===== src/rtl/elevator_pkg.sv =====
// elevator_pkg
// Shared definitions for the elevator call scheduler and the car controller:
// scheduler FSM states, direction encoding and default floor-count parameters.
package elevator_pkg;

  localparam int unsigned NUM_FLOORS_DEF = 4;
  localparam int unsigned FLOOR_W_DEF    = 2;

  localparam logic DIR_UP   = 1'b1;
  localparam logic DIR_DOWN = 1'b0;

  typedef enum logic [1:0] {
    ST_IDLE   = 2'b00,
    ST_SELECT = 2'b01,
    ST_SERVE  = 2'b10
  } state_e;

endpackage


===== src/rtl/elevator_call_picker.sv =====
// elevator_call_picker
// Combinational SCAN search over a pending-call vector.
//   pending_i    : candidate floors
//   car_floor_i  : car's current floor
//   dir_i        : current direction (DIR_UP / DIR_DOWN)
//   next_floor_o : chosen floor (0 when nothing found)
//   found_o      : a floor was chosen
//   next_dir_o   : direction after the choice (flipped when the search reverses)
// STRICT=0: nearest pending floor at or beyond the car in dir_i, else reverse
//           and take the nearest floor behind the car.
// STRICT=1: nearest pending floor strictly beyond the car in dir_i, never
//           reverses (used for en-route pickup with a pre-masked vector).
module elevator_call_picker
  import elevator_pkg::*;
#(
  parameter int unsigned NUM_FLOORS = NUM_FLOORS_DEF,
  parameter int unsigned FLOOR_W    = FLOOR_W_DEF,
  parameter bit          STRICT     = 1'b0
) (
  input  logic [NUM_FLOORS-1:0] pending_i,
  input  logic [FLOOR_W-1:0]    car_floor_i,
  input  logic                  dir_i,
  output logic [FLOOR_W-1:0]    next_floor_o,
  output logic                  found_o,
  output logic                  next_dir_o
);

  int unsigned          cf;
  int unsigned          idx;
  logic                 hit;
  logic [FLOOR_W-1:0]   fl;
  logic                 nd;

  always_comb begin
    cf  = 32'(car_floor_i);
    idx = 0;
    hit = 1'b0;
    fl  = '0;
    nd  = dir_i;
    if (dir_i == DIR_UP) begin
      // Ascending scan: first hit is the lowest floor ahead.
      for (int unsigned i = 0; i < NUM_FLOORS; i++) begin
        if (!hit && pending_i[i] && (STRICT ? (i > cf) : (i >= cf))) begin
          hit = 1'b1;
          fl  = FLOOR_W'(i);
        end
      end
      if (!STRICT && !hit) begin
        // Reverse: highest floor below the car.
        for (int unsigned k = 0; k < NUM_FLOORS; k++) begin
          idx = NUM_FLOORS - 1 - k;
          if (!hit && pending_i[idx] && (idx < cf)) begin
            hit = 1'b1;
            fl  = FLOOR_W'(idx);
            nd  = DIR_DOWN;
          end
        end
      end
    end else begin
      // Descending scan: first hit is the highest floor ahead.
      for (int unsigned k = 0; k < NUM_FLOORS; k++) begin
        idx = NUM_FLOORS - 1 - k;
        if (!hit && pending_i[idx] && (STRICT ? (idx < cf) : (idx <= cf))) begin
          hit = 1'b1;
          fl  = FLOOR_W'(idx);
        end
      end
      if (!STRICT && !hit) begin
        // Reverse: lowest floor above the car.
        for (int unsigned i = 0; i < NUM_FLOORS; i++) begin
          if (!hit && pending_i[i] && (i > cf)) begin
            hit = 1'b1;
            fl  = FLOOR_W'(i);
            nd  = DIR_UP;
          end
        end
      end
    end
    next_floor_o = fl;
    found_o      = hit;
    next_dir_o   = nd;
  end

endmodule


===== src/rtl/elevator_call_scheduler.sv =====
// elevator_call_scheduler
// Latches floor calls and drives the car's next target using SCAN.
//   clk, rst     : clock, asynchronous active-high reset
//   call_btn     : per-floor call buttons (level or pulse)
//   car_floor    : car's current floor
//   car_arrived  : one-cycle pulse, car stopped at car_floor
//   target_floor : floor the car must go to
//   target_valid : target_floor is meaningful (FSM in SERVE)
//   dir_up       : serving upward and not already at the target
//   dir_down     : serving downward and not already at the target
//   pending      : latched unserved calls
//   busy         : FSM not idle
module elevator_call_scheduler
  import elevator_pkg::*;
#(
  parameter int unsigned NUM_FLOORS = NUM_FLOORS_DEF,
  parameter int unsigned FLOOR_W    = FLOOR_W_DEF
) (
  input  logic                  clk,
  input  logic                  rst,
  input  logic [NUM_FLOORS-1:0] call_btn,
  input  logic [FLOOR_W-1:0]    car_floor,
  input  logic                  car_arrived,
  output logic [FLOOR_W-1:0]    target_floor,
  output logic                  target_valid,
  output logic                  dir_up,
  output logic                  dir_down,
  output logic [NUM_FLOORS-1:0] pending,
  output logic                  busy
);

  state_e                 state_q, state_d;
  logic [NUM_FLOORS-1:0]  pending_q, pending_d;
  logic [FLOOR_W-1:0]     target_q, target_d;
  logic                   dir_q, dir_d;

  logic [NUM_FLOORS-1:0]  clr_vec;
  logic [NUM_FLOORS-1:0]  ahead_mask;
  logic [NUM_FLOORS-1:0]  pick_pending;

  logic [FLOOR_W-1:0]     sel_floor, pick_floor;
  logic                   sel_found, pick_found;
  logic                   sel_dir, pick_dir;
  logic                   at_target;

  // Arrival clears the car's floor; out-of-range car_floor matches no bit.
  // Clear is applied after set so an open door absorbs a same-edge press.
  always_comb begin
    clr_vec = '0;
    for (int unsigned i = 0; i < NUM_FLOORS; i++) begin
      clr_vec[i] = car_arrived && (32'(car_floor) == i);
    end
    pending_d = (pending_q | call_btn) & ~clr_vec;
  end

  // Pickup candidates are the pending floors on the car's side of the target.
  always_comb begin
    ahead_mask = '0;
    for (int unsigned i = 0; i < NUM_FLOORS; i++) begin
      ahead_mask[i] = (dir_q == DIR_UP) ? (i < 32'(target_q)) : (i > 32'(target_q));
    end
  end

  assign pick_pending = pending_q & ahead_mask;

  elevator_call_picker #(
    .NUM_FLOORS (NUM_FLOORS),
    .FLOOR_W    (FLOOR_W),
    .STRICT     (1'b0)
  ) u_select (
    .pending_i    (pending_q),
    .car_floor_i  (car_floor),
    .dir_i        (dir_q),
    .next_floor_o (sel_floor),
    .found_o      (sel_found),
    .next_dir_o   (sel_dir)
  );

  elevator_call_picker #(
    .NUM_FLOORS (NUM_FLOORS),
    .FLOOR_W    (FLOOR_W),
    .STRICT     (1'b1)
  ) u_pickup (
    .pending_i    (pick_pending),
    .car_floor_i  (car_floor),
    .dir_i        (dir_q),
    .next_floor_o (pick_floor),
    .found_o      (pick_found),
    .next_dir_o   (pick_dir)
  );

  always_comb begin
    state_d  = state_q;
    target_d = target_q;
    dir_d    = dir_q;
    case (state_q)
      ST_IDLE: begin
        if (pending_q != '0) state_d = ST_SELECT;
      end
      ST_SELECT: begin
        // The non-strict search finds a floor whenever any call is pending.
        if (!sel_found) begin
          state_d = ST_IDLE;
        end else begin
          target_d = sel_floor;
          dir_d    = sel_dir;
          state_d  = ST_SERVE;
        end
      end
      ST_SERVE: begin
        if (car_arrived && (car_floor == target_q)) begin
          state_d = ST_IDLE;
        end else if (!pending_q[target_q]) begin
          state_d = ST_SELECT;
        end else if (pick_found && (pick_dir == dir_q)) begin
          // Strict mode never reverses, so pick_dir always agrees with dir_q.
          target_d = pick_floor;
        end
      end
      default: state_d = ST_IDLE;
    endcase
  end

  always_ff @(posedge clk or posedge rst) begin
    if (rst) begin
      state_q   <= ST_IDLE;
      pending_q <= '0;
      target_q  <= '0;
      dir_q     <= DIR_UP;
    end else begin
      state_q   <= state_d;
      pending_q <= pending_d;
      target_q  <= target_d;
      dir_q     <= dir_d;
    end
  end

  assign at_target    = (target_q == car_floor);
  assign target_valid = (state_q == ST_SERVE);
  assign target_floor = target_q;
  assign dir_up       = target_valid & (dir_q == DIR_UP) & ~at_target;
  assign dir_down     = target_valid & (dir_q == DIR_DOWN) & ~at_target;
  assign pending      = pending_q;
  assign busy         = (state_q != ST_IDLE);

endmodule


===== config.mk =====
export PLATFORM = sky130hd
export DESIGN_NAME = elevator_call_scheduler
export DESIGN_NICKNAME = d
export VERILOG_FILES = /design/src/rtl/elevator_pkg.sv /design/src/rtl/elevator_call_picker.sv /design/src/rtl/elevator_call_scheduler.sv
export SDC_FILE = /design/constraint.sdc
export NUM_CORES = 1
export LEC_CHECK = 0
export CAP_MARGIN = 20
export CORE_ASPECT_RATIO = 0.9
export CORE_UTILIZATION = 53
export CTS_BUF_LIST = sky130_fd_sc_hd__clkbuf_8
export DETAILED_ROUTE_END_ITERATION = 16
export GPL_TIMING_DRIVEN = 0
export PLACE_DENSITY = 0.85
export SLEW_MARGIN = 20
export SYNTH_ARGS = -nofsm -noshare
export SYNTH_HDL_FRONTEND = slang
export SYNTH_SLANG_ARGS = --single-unit

===== constraint.sdc =====
create_clock -name clk -period 2.15 [get_ports clk]
set_input_delay 0.43 -clock clk [delete_from_list [all_inputs] [get_ports clk]]
set_output_delay 0.43 -clock clk [all_outputs]
set_load 0.02 [all_outputs]

==> qor.yml <==
dp_slack_ns: -0.0235
hold_viol: 0
drc_errors: 0
cpMaxStageDelayCell: "clkdlybuf4s50_1"
vias_per_cell: 6.35
power_density_mw_per_mm2: 1130
finalCriticalPeriod_ns: 2.06
grt_use_total: 0.287
crit_required_ns: 1.72
coreArea_mm2: 0.00170
maxSlewHeadroom: 0.707
final_cell_mix: "clkdlybuf4s50_1, a21oi_1, nor2_1, buf_2"
cts.sinks: 9
gp_congestion: 0.891
use_met3: 0.0302
portBuffers: 16
worst_slew_pin_slew_ns: 0.436
setup_violations: 0
routed_wl_um: 2630
grt_pass1_wl_um: 4030
ff2ff_path_depth: 5
mostFrequentLayoutCell: "clkdlybuf4s50_1"
htreeDepth: 1
finClkSkew_ns: 0.000562
startpoint_type: "flip-flop"
utilization: 0.711
leakage_nw: 0.518
startpoint: "state_q[0]$_DFFE_PP0P_"
synth_nets: 133
drv_cap: 0
cts_hold_buf: 0
top_usage_layer: "met2"
antenna_left: 0
antenna_found_initial: 0
grt_pass1_vias: 884
status: "finished, final reports clean"
clkTransAtPathRegs_ns: 0.04
hold_path_class: "primary input to asynchronous set/reset pin"
cp_slowest_stage_delay_ns: 0.59
met1_usage: 0.377
die_area_mm2: 0.00200
cts_buffer_depth: 2
worstPathArrival_ns: 1.63
die-width_um: 47
ys_ff_latch: 9
grt-ovfl-total: 0
dr.pass1.iters: 4
antenna_cells: 0
path_cells: "inv_1 > ha_1 > inv_1 > clkdlybuf4s50_1"
area_growth_pct: 25.0
r2r_end: "target_floor[0]$_DFFE_PP0P_"
path_class: "flip-flop to primary output"
synth-edff-count: 0
drt_iter0_markers: 65
die_h_um: 42.5
drive_gt1_frac: 0.207
synth_cell_types: 44
cts_tree: "done"
ys_async_sr_fraction: 1.00
timing.critical_path.mode_cell: "inv_1"
final_area_mm2: 0.00121
final.period_utilization: 0.959
critical_path_buf_inv_count: 3
vias: 1042
rsz0062_at_grt: "false"
whs_ns: 0.455
final_nets: 154
r2r_slack_ns: 0.31
peakVddDrop_mv: 0.600
hpwl_um: 1880
synth_seq_area_share: 0.234
timing.rr.start: "pending[0]$_DFF_PP0_"
grt_max_degree: 11
setup_slack_ns: 0.0877
cp_max_fo: 5
rows: 14
insertion_delay_ns: 0.23
fmax_ghz: 0.485
cp-end-kind: "primary output"
syn_inst: 120
crit_family: "buffers and inverters"
routedWlPerCell_um: 16.0
yosysWarnings: 0
cts_root_buf: "clkbuf_8"
io_pins: 19
met2_usage: 0.447
postSynthAreaPerCell_um2: 8.05
p_total_w: 0.00136
ys_dominant_reg_cell: "dfrtp_1"
slew_violations: 0
netlist_area_um2: 966
cts_buffers: 3
placed_area_mm2: 0.00116
start_util: 0.568
## cells by family after synthesis
logic type / share of synthesized area
mux: 0.0648
fa+ha+maj: 0.0518
simple gates: 0.242
xor+xnor: 0.0181
compound gates: 0.276
flops: 0.234
buf+inv: 0.113
## report_power, final
part | internal, W | switching (W) | leakage [nW]
Clock | 0.000124 | 0.0000649 | 0.0269
Combinational | 0.000420 | 0.000445 | 0.392
Sequential | 0.000234 | 0.0000724 | 0.0992
## synth_stat cells (all sizes together), types with 3 or more instances
| cell type | number | share of area |
|---|---|---|
| nor2 | 11 | 0.045 |
| a21oi | 11 | 0.057 |
| dfrtp | 8 | 0.21 |
| nand2 | 5 | 0.019 |
| nand3 | 4 | 0.034 |
| o21ai | 12 | 0.062 |
| a31oi | 5 | 0.032 |
| buf | 11 | 0.069 |
| and3 | 3 | 0.019 |
| nor3 | 4 | 0.021 |
| ha | 4 | 0.052 |
| inv | 10 | 0.039 |
## what timing repair did
action / in CTS / in global routing
resized for setup: 3 / 1
setup buffers: 0 / 0
endpoints found under the setup margin: 2 / 1
## sequential cells by signal, indices dropped and copies added, names as in the netlist
name	flops
pending	4
state_q	2
target_floor	2
dir_q	1
## through the flow
step                cells  TNS (ns)
finish                164         0
global route          164         0
CTS                   164         0
detailed placement    160   -0.0290
global placement      160         0
floorplan             120         0
## layer usage
layer	wire length, um	vias to the layer above
met1	1050	456
met4	90	0
met2	1190	87
li1	-	482
met3	297	17
met5	0	-
## area by class of cell
| cell class | count | area, um^2 |
|---|---|---|
| buffer | 11 | 66.3 |
| clock buffer | 3 | 41.3 |
| clock inverter | 1 | 3.75 |
| fill | 139 | 492 |
| inverter | 11 | 42.5 |
| multi-input combinational | 89 | 638 |
| sequential | 9 | 228 |
| tap | 24 | 30.0 |
| timing repair buffer | 16 | 158 |
## worst max-delay path by stage
stage | end | slack [ns] | cells after the start
CTS | busy | 0.03 | 4
detailed placement | dir_up | -0.02 | 5
floorplan | target_floor[0]$_DFFE_PP0P_ | 0.27 | 5
finish | busy | 0.09 | 4
global route | dir_up | 0.02 | 4
global placement | dir_down | 0.01 | 5
(Power assumes the default switching activity.)
